<file path="config.mk">
export PLATFORM = sky130hd
export DESIGN_NAME = hazard_ctrl_flat
export DESIGN_NICKNAME = d
export VERILOG_FILES = /design/src/rtl/core_pkg.sv /design/src/rtl/hazard_ctrl_if.sv /design/src/rtl/muldiv_timer.sv /design/src/rtl/hazard_ctrl.sv /design/src/flat_wrapper.sv
export SDC_FILE = /design/constraint.sdc
export NUM_CORES = 1
export LEC_CHECK = 0
export CORE_MARGIN = 2
export CORE_UTILIZATION = 40
export DETAILED_ROUTE_END_ITERATION = 8
export PLACE_DENSITY = 0.76
export SETUP_SLACK_MARGIN = 0.15
export SLEW_MARGIN = 40
export SYNTH_ARGS = -nofsm -noshare
export SYNTH_HDL_FRONTEND = slang
export SYNTH_SLANG_ARGS = --single-unit
</file>
<file path="constraint.sdc">
create_clock -name clk -period 4.05 [get_ports clk]
set_input_delay 0.81 -clock clk [delete_from_list [all_inputs] [get_ports clk]]
set_output_delay 0.81 -clock clk [all_outputs]
set_load 0.02 [all_outputs]
</file>
<file path="src/rtl/core_pkg.sv">
// Shared pipeline-control types and constants.
// Used by the hazard controller and its consumers.
package core_pkg;

  typedef enum logic [1:0] {
    RUN      = 2'd0,
    MULDIV   = 2'd1,
    MEM_WAIT = 2'd2
  } hz_state_e;

  localparam logic [4:0]  REG_ZERO = 5'd0;
  // sll r0,r0,0 : what bubble/flush consumers load
  localparam logic [31:0] NOP      = 32'h0000_0000;

endpackage

</file>
<file path="src/rtl/hazard_ctrl_if.sv">
// Pipeline <-> interlock controller signal bundle.
// master = pipeline side, slave = hazard controller.
interface hazard_ctrl_if #(
  parameter int CNT_W = 32
);

  logic             id_valid;
  logic [4:0]       id_rs;
  logic [4:0]       id_rt;
  logic             id_use_rs;
  logic             id_use_rt;
  logic             ex_valid;
  logic             ex_is_load;
  logic [4:0]       ex_wb_addr;
  logic             ex_muldiv_start;
  logic             ma_mem_req;
  logic             ma_mem_ready;
  logic             branch_taken;

  logic             pc_en;
  logic             if_id_en;
  logic             if_id_flush;
  logic             id_ex_en;
  logic             id_ex_bubble;
  logic             ex_ma_en;
  logic             ex_ma_bubble;
  logic             ma_wb_bubble;
  logic             muldiv_done;
  logic [1:0]       busy_state;
  logic [CNT_W-1:0] stall_cycles;

  modport master (
    output id_valid, id_rs, id_rt,
    output id_use_rs, id_use_rt,
    output ex_valid, ex_is_load,
    output ex_wb_addr, ex_muldiv_start,
    output ma_mem_req, ma_mem_ready,
    output branch_taken,
    input  pc_en, if_id_en, if_id_flush,
    input  id_ex_en, id_ex_bubble,
    input  ex_ma_en, ex_ma_bubble,
    input  ma_wb_bubble, muldiv_done,
    input  busy_state, stall_cycles
  );

  modport slave (
    input  id_valid, id_rs, id_rt,
    input  id_use_rs, id_use_rt,
    input  ex_valid, ex_is_load,
    input  ex_wb_addr, ex_muldiv_start,
    input  ma_mem_req, ma_mem_ready,
    input  branch_taken,
    output pc_en, if_id_en, if_id_flush,
    output id_ex_en, id_ex_bubble,
    output ex_ma_en, ex_ma_bubble,
    output ma_wb_bubble, muldiv_done,
    output busy_state, stall_cycles
  );

endinterface

</file>
<file path="src/rtl/muldiv_timer.sv">
// Loadable down-counter with zero flag.
// Times multi-cycle EX occupancy (mul/div).
module muldiv_timer
  import core_pkg::*;
#(
  parameter int W = 5
) (
  input  logic         clk,
  input  logic         rst,
  input  logic         load_i,
  input  logic [W-1:0] load_val_i,
  input  logic         dec_i,
  output logic         zero_o
);

  logic [W-1:0] cnt_q, cnt_d;

  always_comb begin
    cnt_d = cnt_q;
    if (load_i)
      cnt_d = load_val_i;
    else if (dec_i && cnt_q != '0)
      cnt_d = cnt_q - W'(1);
  end

  always_ff @(posedge clk) begin
    if (rst) cnt_q <= '0;
    else     cnt_q <= cnt_d;
  end

  assign zero_o = (cnt_q == '0);

endmodule

</file>
<file path="src/rtl/hazard_ctrl.sv">
// Pipeline interlock controller: load-use,
// mul/div occupancy and data-memory wait.
module hazard_ctrl
  import core_pkg::*;
#(
  parameter int MULDIV_LAT = 32,
  parameter int CNT_W      = 32
) (
  input  logic          clk,
  input  logic          rst,
  hazard_ctrl_if.slave  bus
);

  localparam int TW = (MULDIV_LAT > 2)
                    ? $clog2(MULDIV_LAT) : 1;
  localparam logic [TW-1:0] LD_VAL =
    TW'(MULDIV_LAT - 2);

  hz_state_e        state_q, state_d;
  logic [CNT_W-1:0] stall_q, stall_d;

  logic mem_stall, load_use;
  logic rs_hit, rt_hit;
  logic tm_load, tm_dec, tm_zero;

  logic pc_en, if_id_en, id_ex_en, ex_ma_en;
  logic id_ex_bub, ex_ma_bub, ma_wb_bub;
  logic done;

  assign mem_stall = bus.ma_mem_req
                   & ~bus.ma_mem_ready;

  assign rs_hit = bus.id_use_rs
                & (bus.id_rs == bus.ex_wb_addr);
  assign rt_hit = bus.id_use_rt
                & (bus.id_rt == bus.ex_wb_addr);

  assign load_use = bus.ex_valid
                  & bus.ex_is_load
                  & (bus.ex_wb_addr != REG_ZERO)
                  & bus.id_valid
                  & (rs_hit | rt_hit);

  muldiv_timer #(.W(TW)) u_timer (
    .clk       (clk),
    .rst       (rst),
    .load_i    (tm_load),
    .load_val_i(LD_VAL),
    .dec_i     (tm_dec),
    .zero_o    (tm_zero)
  );

  always_comb begin
    state_d   = state_q;
    pc_en     = 1'b1;
    if_id_en  = 1'b1;
    id_ex_en  = 1'b1;
    ex_ma_en  = 1'b1;
    id_ex_bub = 1'b0;
    ex_ma_bub = 1'b0;
    ma_wb_bub = 1'b0;
    done      = 1'b0;
    tm_load   = 1'b0;
    tm_dec    = 1'b0;

    unique case (state_q)
      RUN: begin
        if (mem_stall) begin
          pc_en     = 1'b0;
          if_id_en  = 1'b0;
          id_ex_en  = 1'b0;
          ex_ma_en  = 1'b0;
          ma_wb_bub = 1'b1;
          state_d   = MEM_WAIT;
        end else if (bus.ex_muldiv_start) begin
          pc_en     = 1'b0;
          if_id_en  = 1'b0;
          id_ex_en  = 1'b0;
          ex_ma_en  = 1'b0;
          ex_ma_bub = 1'b1;
          tm_load   = 1'b1;
          state_d   = MULDIV;
        end else if (load_use) begin
          pc_en     = 1'b0;
          if_id_en  = 1'b0;
          id_ex_bub = 1'b1;
        end
      end
      MULDIV: begin
        if (!tm_zero) begin
          pc_en     = 1'b0;
          if_id_en  = 1'b0;
          id_ex_en  = 1'b0;
          ex_ma_en  = 1'b0;
          ex_ma_bub = 1'b1;
          tm_dec    = 1'b1;
        end else begin
          done      = 1'b1;
          state_d   = RUN;
        end
      end
      MEM_WAIT: begin
        if (mem_stall) begin
          pc_en     = 1'b0;
          if_id_en  = 1'b0;
          id_ex_en  = 1'b0;
          ex_ma_en  = 1'b0;
          ma_wb_bub = 1'b1;
        end else begin
          state_d   = RUN;
        end
      end
      default: state_d = RUN;
    endcase

    if (rst) begin
      state_d   = RUN;
      pc_en     = 1'b1;
      if_id_en  = 1'b1;
      id_ex_en  = 1'b1;
      ex_ma_en  = 1'b1;
      id_ex_bub = 1'b0;
      ex_ma_bub = 1'b0;
      ma_wb_bub = 1'b0;
      done      = 1'b0;
      tm_load   = 1'b0;
      tm_dec    = 1'b0;
    end
  end

  always_comb begin
    stall_d = stall_q;
    if (!pc_en && stall_q != '1)
      stall_d = stall_q + CNT_W'(1);
  end

  always_ff @(posedge clk) begin
    if (rst) begin
      state_q <= RUN;
      stall_q <= '0;
    end else begin
      state_q <= state_d;
      stall_q <= stall_d;
    end
  end

  assign bus.pc_en        = pc_en;
  assign bus.if_id_en     = if_id_en;
  assign bus.if_id_flush  = bus.branch_taken
                          & if_id_en;
  assign bus.id_ex_en     = id_ex_en;
  assign bus.id_ex_bubble = id_ex_bub;
  assign bus.ex_ma_en     = ex_ma_en;
  assign bus.ex_ma_bubble = ex_ma_bub;
  assign bus.ma_wb_bubble = ma_wb_bub;
  assign bus.muldiv_done  = done;
  assign bus.busy_state   = state_q;
  assign bus.stall_cycles = stall_q;

endmodule

</file>
<file path="src/flat_wrapper.sv">
// flat-port wrapper written by rule: the top's interface ports become plain ports
module hazard_ctrl_flat import core_pkg::*;
#(
  parameter int MULDIV_LAT = 32,
  parameter int CNT_W      = 32
)
  (clk, rst, bus_id_valid, bus_id_rs, bus_id_rt, bus_id_use_rs, bus_id_use_rt, bus_ex_valid, bus_ex_is_load, bus_ex_wb_addr, bus_ex_muldiv_start, bus_ma_mem_req, bus_ma_mem_ready, bus_branch_taken, bus_pc_en, bus_if_id_en, bus_if_id_flush, bus_id_ex_en, bus_id_ex_bubble, bus_ex_ma_en, bus_ex_ma_bubble, bus_ma_wb_bubble, bus_muldiv_done, bus_busy_state, bus_stall_cycles);
  hazard_ctrl_if #(.CNT_W(CNT_W)) bus_i ();
  input  logic clk;
  input  logic rst;
  input wire logic [$bits(bus_i.id_valid)-1:0] bus_id_valid;
  input wire logic [$bits(bus_i.id_rs)-1:0] bus_id_rs;
  input wire logic [$bits(bus_i.id_rt)-1:0] bus_id_rt;
  input wire logic [$bits(bus_i.id_use_rs)-1:0] bus_id_use_rs;
  input wire logic [$bits(bus_i.id_use_rt)-1:0] bus_id_use_rt;
  input wire logic [$bits(bus_i.ex_valid)-1:0] bus_ex_valid;
  input wire logic [$bits(bus_i.ex_is_load)-1:0] bus_ex_is_load;
  input wire logic [$bits(bus_i.ex_wb_addr)-1:0] bus_ex_wb_addr;
  input wire logic [$bits(bus_i.ex_muldiv_start)-1:0] bus_ex_muldiv_start;
  input wire logic [$bits(bus_i.ma_mem_req)-1:0] bus_ma_mem_req;
  input wire logic [$bits(bus_i.ma_mem_ready)-1:0] bus_ma_mem_ready;
  input wire logic [$bits(bus_i.branch_taken)-1:0] bus_branch_taken;
  output wire logic [$bits(bus_i.pc_en)-1:0] bus_pc_en;
  output wire logic [$bits(bus_i.if_id_en)-1:0] bus_if_id_en;
  output wire logic [$bits(bus_i.if_id_flush)-1:0] bus_if_id_flush;
  output wire logic [$bits(bus_i.id_ex_en)-1:0] bus_id_ex_en;
  output wire logic [$bits(bus_i.id_ex_bubble)-1:0] bus_id_ex_bubble;
  output wire logic [$bits(bus_i.ex_ma_en)-1:0] bus_ex_ma_en;
  output wire logic [$bits(bus_i.ex_ma_bubble)-1:0] bus_ex_ma_bubble;
  output wire logic [$bits(bus_i.ma_wb_bubble)-1:0] bus_ma_wb_bubble;
  output wire logic [$bits(bus_i.muldiv_done)-1:0] bus_muldiv_done;
  output wire logic [$bits(bus_i.busy_state)-1:0] bus_busy_state;
  output wire logic [$bits(bus_i.stall_cycles)-1:0] bus_stall_cycles;
  assign bus_i.id_valid = bus_id_valid;
  assign bus_i.id_rs = bus_id_rs;
  assign bus_i.id_rt = bus_id_rt;
  assign bus_i.id_use_rs = bus_id_use_rs;
  assign bus_i.id_use_rt = bus_id_use_rt;
  assign bus_i.ex_valid = bus_ex_valid;
  assign bus_i.ex_is_load = bus_ex_is_load;
  assign bus_i.ex_wb_addr = bus_ex_wb_addr;
  assign bus_i.ex_muldiv_start = bus_ex_muldiv_start;
  assign bus_i.ma_mem_req = bus_ma_mem_req;
  assign bus_i.ma_mem_ready = bus_ma_mem_ready;
  assign bus_i.branch_taken = bus_branch_taken;
  assign bus_pc_en = bus_i.pc_en;
  assign bus_if_id_en = bus_i.if_id_en;
  assign bus_if_id_flush = bus_i.if_id_flush;
  assign bus_id_ex_en = bus_i.id_ex_en;
  assign bus_id_ex_bubble = bus_i.id_ex_bubble;
  assign bus_ex_ma_en = bus_i.ex_ma_en;
  assign bus_ex_ma_bubble = bus_i.ex_ma_bubble;
  assign bus_ma_wb_bubble = bus_i.ma_wb_bubble;
  assign bus_muldiv_done = bus_i.muldiv_done;
  assign bus_busy_state = bus_i.busy_state;
  assign bus_stall_cycles = bus_i.stall_cycles;
  hazard_ctrl #(.MULDIV_LAT(MULDIV_LAT), .CNT_W(CNT_W)) u_core (.clk(clk), .rst(rst), .bus(bus_i));
endmodule
</file>
* Yosys cells after proc, flatten, opt, wreduce, memory -nomap -nowiden
Cells that the tools add are included.
Word-level totals: word-level logic and storage cells 72, flip-flop bits (word level) 39, output and inout port bits 43
Operators by class: reductions and logical operators 11, equality and inequality tests 8, $add $sub $neg 2, muxes and demuxes 37, bitwise logic cells 10
Operators by type and width (number):
- $add 32x1->32 const B | 1
- $ne 32x32->1 const B | 1
- $mux 1 | 27
- $eq 5x5->1 | 2
- $mux 5 | 2
- $reduce_bool 5->1 | 2
- $and 1x1->1 | 8
- $mux 2 | 4
- $pmux 1 s3 | 2
- $pmux 2 s3 | 1
- $logic_not 5->1 | 1
- $sub 5x1->5 const B | 1
- $reduce_or 2->1 | 2
- $ne 3x2->1 const B | 1
- $reduce_and 3->1 | 1
- $eq 2x1->1 const B | 1
- $eq 2x2->1 const B | 1
- $logic_and 1x1->1 | 2
- $logic_not 2->1 | 1
- $ne 2x1->1 const B | 1
- $ne 2x2->1 const B | 1
- $pmux 1 s2 | 1
- $reduce_bool 2->1 | 1
- $logic_not 1->1 | 1
- other kinds (2) | 2

* Logic depth before layout (Yosys ltp)
depth in word-level cells 11, mapped depth 10

* Modules after synthesis
Synthesis repeated with hierarchy kept, for this count alone.
Unflattened totals: cells, all modules 275, area total of the unflattened synthesis 2299.7 sq um
By module, submodules not included:
- hazard_ctrl | area an instance 1973.1 sq um, instances 1, cells each 238
- muldiv_timer | area an instance 326.6 sq um, instances 1, cells each 37

* Worst setup path after synthesis
No wires, ideal clock.
path type input port to output port, from input bus_ma_mem_ready, to output bus_if_id_flush, data arrival time 1.999 ns, buffers on the path 0, setup slack 1.241 ns, data required time 3.240 ns, stages 5, cells stage by stage nand2b_1 -> a211o_1 -> a2bb2oi_1 -> nand2_1 -> and2_1
On the way: word-level cells in the longest chain between the ends 6
RTL lines:
- from (decl) | line flat_wrapper.sv:21 | input wire logic [$bits(bus_i.ma_mem_ready)-1:0] bus_ma_mem_ready;
- $not 1->1 * | line hazard_ctrl.sv:31 | & ~bus.ma_mem_ready;
- $and 1x1->1 * | line hazard_ctrl.sv:31
- $mux 1 (on tied branches) | line hazard_ctrl.sv:103, hazard_ctrl.sv:68
- $pmux 1 s3 * | line hazard_ctrl.sv:66 | unique case (state_q)
- $mux 1 * | line hazard_ctrl.sv:116 | if (rst) begin
- named net bus_if_id_en | line flat_wrapper.sv:24 | output wire logic [$bits(bus_i.if_id_en)-1:0] bus_if_id_en;
- $and 1x1->1 * | line hazard_ctrl.sv:150 | & if_id_en;
- to (decl) | line flat_wrapper.sv:25 | output wire logic [$bits(bus_i.if_id_flush)-1:0] bus_if_id_flush;
Mark *: on every way through the listed nets, which the timed path passes. The rest lies on a longest branch.

* Final worst setup path
from input bus_ex_wb_addr[4], to output bus_if_id_flush
On the way: word-level cells in the longest chain between the ends 10
RTL lines:
- from (decl) | line flat_wrapper.sv:18 | input wire logic [$bits(bus_i.ex_wb_addr)-1:0] bus_ex_wb_addr;
- $eq 5x5->1, or another cell as far along | line hazard_ctrl.sv:34 | & (bus.id_rs == bus.ex_wb_addr);
- $and 1x1->1 (on tied branches) | line hazard_ctrl.sv:34, hazard_ctrl.sv:36, hazard_ctrl.sv:40
- $or 1x1->1 / $and 1x1->1 (equally long branches) | line hazard_ctrl.sv:42, hazard_ctrl.sv:41
- $and 1x1->1 * | line hazard_ctrl.sv:42 | & (rs_hit | rt_hit);
- $mux 1 * | line hazard_ctrl.sv:83 | end else if (load_use) begin
- $mux 1 * | line hazard_ctrl.sv:75 | end else if (bus.ex_muldiv_start) begin
- $mux 1 * | line hazard_ctrl.sv:68 | if (mem_stall) begin
- $pmux 1 s3 * | line hazard_ctrl.sv:66
- $mux 1 * | line hazard_ctrl.sv:116
- $and 1x1->1 * | line hazard_ctrl.sv:150
Mark *: on every way between the ends. The rest lies on a longest branch, timed or not.

==> flow_results.org <==
** Yosys
- Sequential cell area fraction in the yosys report :: ~35%
- Post-synthesis sequential element count :: 39
- Fraction of post-synthesis cell area in the top cell type by area :: between 30 and 40%
- Ranked by total cell area, the synthesized netlist is headed by dfxtp_1 (35%), a21oi_1 (6.4%), xnor2_1 (4.4%).
- Main flop type after synthesis :: dfxtp_1
- Syn Area/Cell :: 8.29 µm²
- Number of synthesized flops with an enable pin :: 0
- Number of distinct standard cells referenced by the synthesized netlist :: 47
- Proportion of register bits with asynchronous set or reset after synthesis :: 0%
- Largest area contributor in the netlist :: dfxtp_1
- Cell Area, Synth :: ~2200 µm²
- The commonest cells after synthesis are dfxtp_1 (39), a21oi_1 (28), nand2_1 (22).
- Yosys printed 0 warnings.
- The cell count after synthesis came out at ~270.
- Among all cell types in the netlist, the one instantiated most often is dfxtp_1.
- Mapped Nets :: a little under 300

** Die
- The die is 78.3 µm wide.
- The die is 78.3 µm tall.
- I/O pin count :: 69
- Placement Rows :: 27
- Die ar. :: approximately 6100 µm²
- Initial Util :: around two fifths
- Floorplan Core Area :: around 5400 µm²

** STA
- Unrepaired setup endpoints after global routing :: false
- # setup viols final :: 0
- Post-route fraction of the period consumed by the critical path :: roughly 90%
- Measured against its own limit, the worst slew margin works out to 67.7%.
- Final Max Slew Viols :: 0
- Highest Clock Rate :: ~270 MHz
- For the finished layout, the period the worst path requires is 3.65 ns.
- Final hold violation count :: 0
- For the final routed database, the setup TNS stands at 0 ns.
- Worst clock skew :: ~0.0045 ns
- Pin slew with the least headroom to its limit :: ~0.48 ns

** Critical path
- STA puts the critical path data arrival time at 2.84 ns.
- The worst register-to-register path has a depth of 8.
- The worst register-to-register path begins at u_core.bus.stall_cycles[3]$_SDFFE_PP0P_.
- Data on the critical path is required at its endpoint by about 3.2 ns.
- The worst setup path is captured at an output port.
- The setup check on the worst reg-to-reg path leaves a slack of 1.32 ns.
- Max FO, Critical Path :: 3
- The endpoint identified for the worst register-to-register timing path is u_core.bus.stall_cycles[1]$_SDFFE_PP0P_.
- Classification of the worst setup path :: in -> out
- Nature of the critical path startpoint :: input port

** Pwr
- Overall power consumption after layout is estimated at between 800 and 900 µW.
- Power Density :: about 280 nW/µm²
- Peak supply drop :: 0.185 mV
- In this run the static leakage power is between 0.9 and 1 nW.

** Cells and area
- The multi-input combinational cells in the finished layout cover a total of ~1300 µm².
- Cells with a size suffix above 1 make up under 10% of the layout.
- Synthesis-to-finish area growth :: 36.5%
- For this run, the share of the core covered by cells in the final layout is about 56%.
- Counting the fill cells in the layout gives 520.
- In the final layout, flip-flops and latches occupy 781 µm².
- Diodes inserted :: 0
- For this run, the post-layout net count is 358.

** Clocking
- Counting every sink on the clock net gives 39.
- Clock-pin slew on the worst setup and hold paths :: roughly 0.08 ns
- The H-tree was split into 2 levels.
- Clock tree from TritonCTS :: yes
- Cts-stage hold buffer count :: 0
- Clock tree synthesis selected as its root buffer the cell clkbuf_8.
- Post-CTS Setup Bufs :: 0
- Maximum clock insertion buffer count :: 2
- PostCTS Resize Cnt :: 0
- In this run, CTS created clock tree buffers numbering 5.
- At the later pin of the worst-skew pair, clock insertion delay measures around 0.30 ns.

** Global routing
- Global-route wire length before repair :: 9470 µm
- Entering global routing, the biggest net connects 42 pins.
- Global routing finished with a remaining overflow of 0.
- All-layer global routing usage :: between 10% and 20%
- The via count of the first global-routing pass is 2132.
- The number of antenna violations at the first check in global routing was 0.

** Flow run
- Max-capacitance violation count :: 0

** Routing
- Dividing the detail-routed wire length by the instance count gives roughly 14 µm.
- The first TritonRoute pass finished after 4 iterations.
- Via-to-Cell Ratio :: 5.56
- Number of violations reported at the end of detailed-routing iteration 0 :: 95
- DRC errors left :: 0
- Top routing layer in use :: met4
- In this run the remaining antenna-violating nets after routing total 0.
- In the final routing, the length of wire on met1 measures roughly 2400 µm.
- The final route contains ~2200 vias.
- Detailed routing placed a total of around 2700 µm of wire on met2.
- Routed wire length :: around 5600 µm
- Summed over all nets, wire length on met3 after detailed routing comes to a little under 400 µm.

** Placed design
- Detailed placer's ending HPWL :: around 4000 µm
- RD Place Congestion :: 0.771
- I/O Buffers :: 68

** Min path
- For hold timing, the worst endpoint is u_core.bus.stall_cycles[16]$_SDFFE_PP0P_.
- The startpoint identified for the worst hold timing path is u_core.bus.stall_cycles[16]$_SDFFE_PP0P_.
- Class of the tightest hold or removal check :: reg -> reg
- Worst hold path stage count :: 2

** Outcome
- Status :: completed
## power breakdown
part	switching (mW)	internal (mW)
Sequential	0.0126	0.394
Clock	0.142	0.118
Combinational	0.0976	0.0885
## cell usage in the layout (no fill, tap or decap), types with 6 or more instances in the layout
master	netlist	routed
o31ai_1	9	9
dfxtp_1	39	39
nor3_1	6	6
clkdlybuf4s50_1	0	68
nand2_1	22	22
or3_1	14	14
xnor2_1	11	11
nor2_1	11	11
a21oi_1	28	28
nand4_1	10	10
o21ai_0	15	15
or4_1	12	12
nand3_1	15	15
## how the worst max path moves through the flow
stage                 startpoint              end  slack (ns)  cells after the start
6_report       bus_ex_wb_addr[4]  bus_if_id_flush        0.40                      7
5_1_grt        bus_ex_wb_addr[3]  bus_if_id_flush        0.21                      7
4_1_cts        bus_ex_wb_addr[4]  bus_if_id_flush        0.37                      7
3_5_place_dp   bus_ex_wb_addr[4]  bus_if_id_flush        0.38                      7
3_3_place_gp   bus_ex_wb_addr[4]  bus_if_id_flush        0.44                      7
2_1_floorplan   bus_ma_mem_ready  bus_if_id_flush        1.24                      5
## stage by stage
stage / hold slack (ns) / setup WS, ns / instances / area (µm²)
6_report: 0.496 / 0.404 / 403 / 3010
5_1_grt: 0.517 / 0.215 / 403 / 3010
4_1_cts: 0.499 / 0.371 / 402 / 3000
3_5_place_dp: 0.489 / 0.384 / 394 / 2910
3_3_place_gp: 0.481 / 0.444 / 394 / 2910
2_1_floorplan: 0.467 / 1.24 / 266 / 2210
## layout make-up
class / count / area share (%)
clock inverter: 3 / 0.499
sequential: 39 / 25.9
multi-input combinational: 206 / 43.6
clock buffer: 5 / 2.29
inverter: 5 / 0.623
timing repair buffer: 73 / 24.1
tap: 72 / 2.99
## worst max-delay path, stage by stage
cell             delay [ns]
clkdlybuf4s50_1        0.53
xnor2_1                0.14
nand4_1                0.13
o221ai_1               0.34
nand2_1                0.16
and2_1                 0.18
clkdlybuf4s50_1        0.54
## per-layer routing
layer | track usage (%) | up-vias
met2 | 32.2 | 90
li1 | - | 1131
met4 | 9.65 | 0
met5 | 0 | -
met1 | 22.4 | 1009
met3 | 4.71 | 9
## cells by family (layout without fill, tap and decap cells)
family,count (synthesis),count (layout),share of synthesized area (%)
muxes,4,4,1.93
and+or+nand+nor,118,118,31.5
adders and majority gates,2,2,1.13
buffers and inverters,21,86,5.50
AOI/OAI and AO/OA,68,68,19.0
DFF,39,39,35.4
xor gates and xnor gates,14,14,5.56
## state kept, by name (all words and copies together), names as in the netlist
name	flops
u_core.bus.stall_cycles	32
u_core.u_timer.cnt_q	5
u_core.bus.busy_state	2
Note: power is estimated with default switching activity, not from simulation.
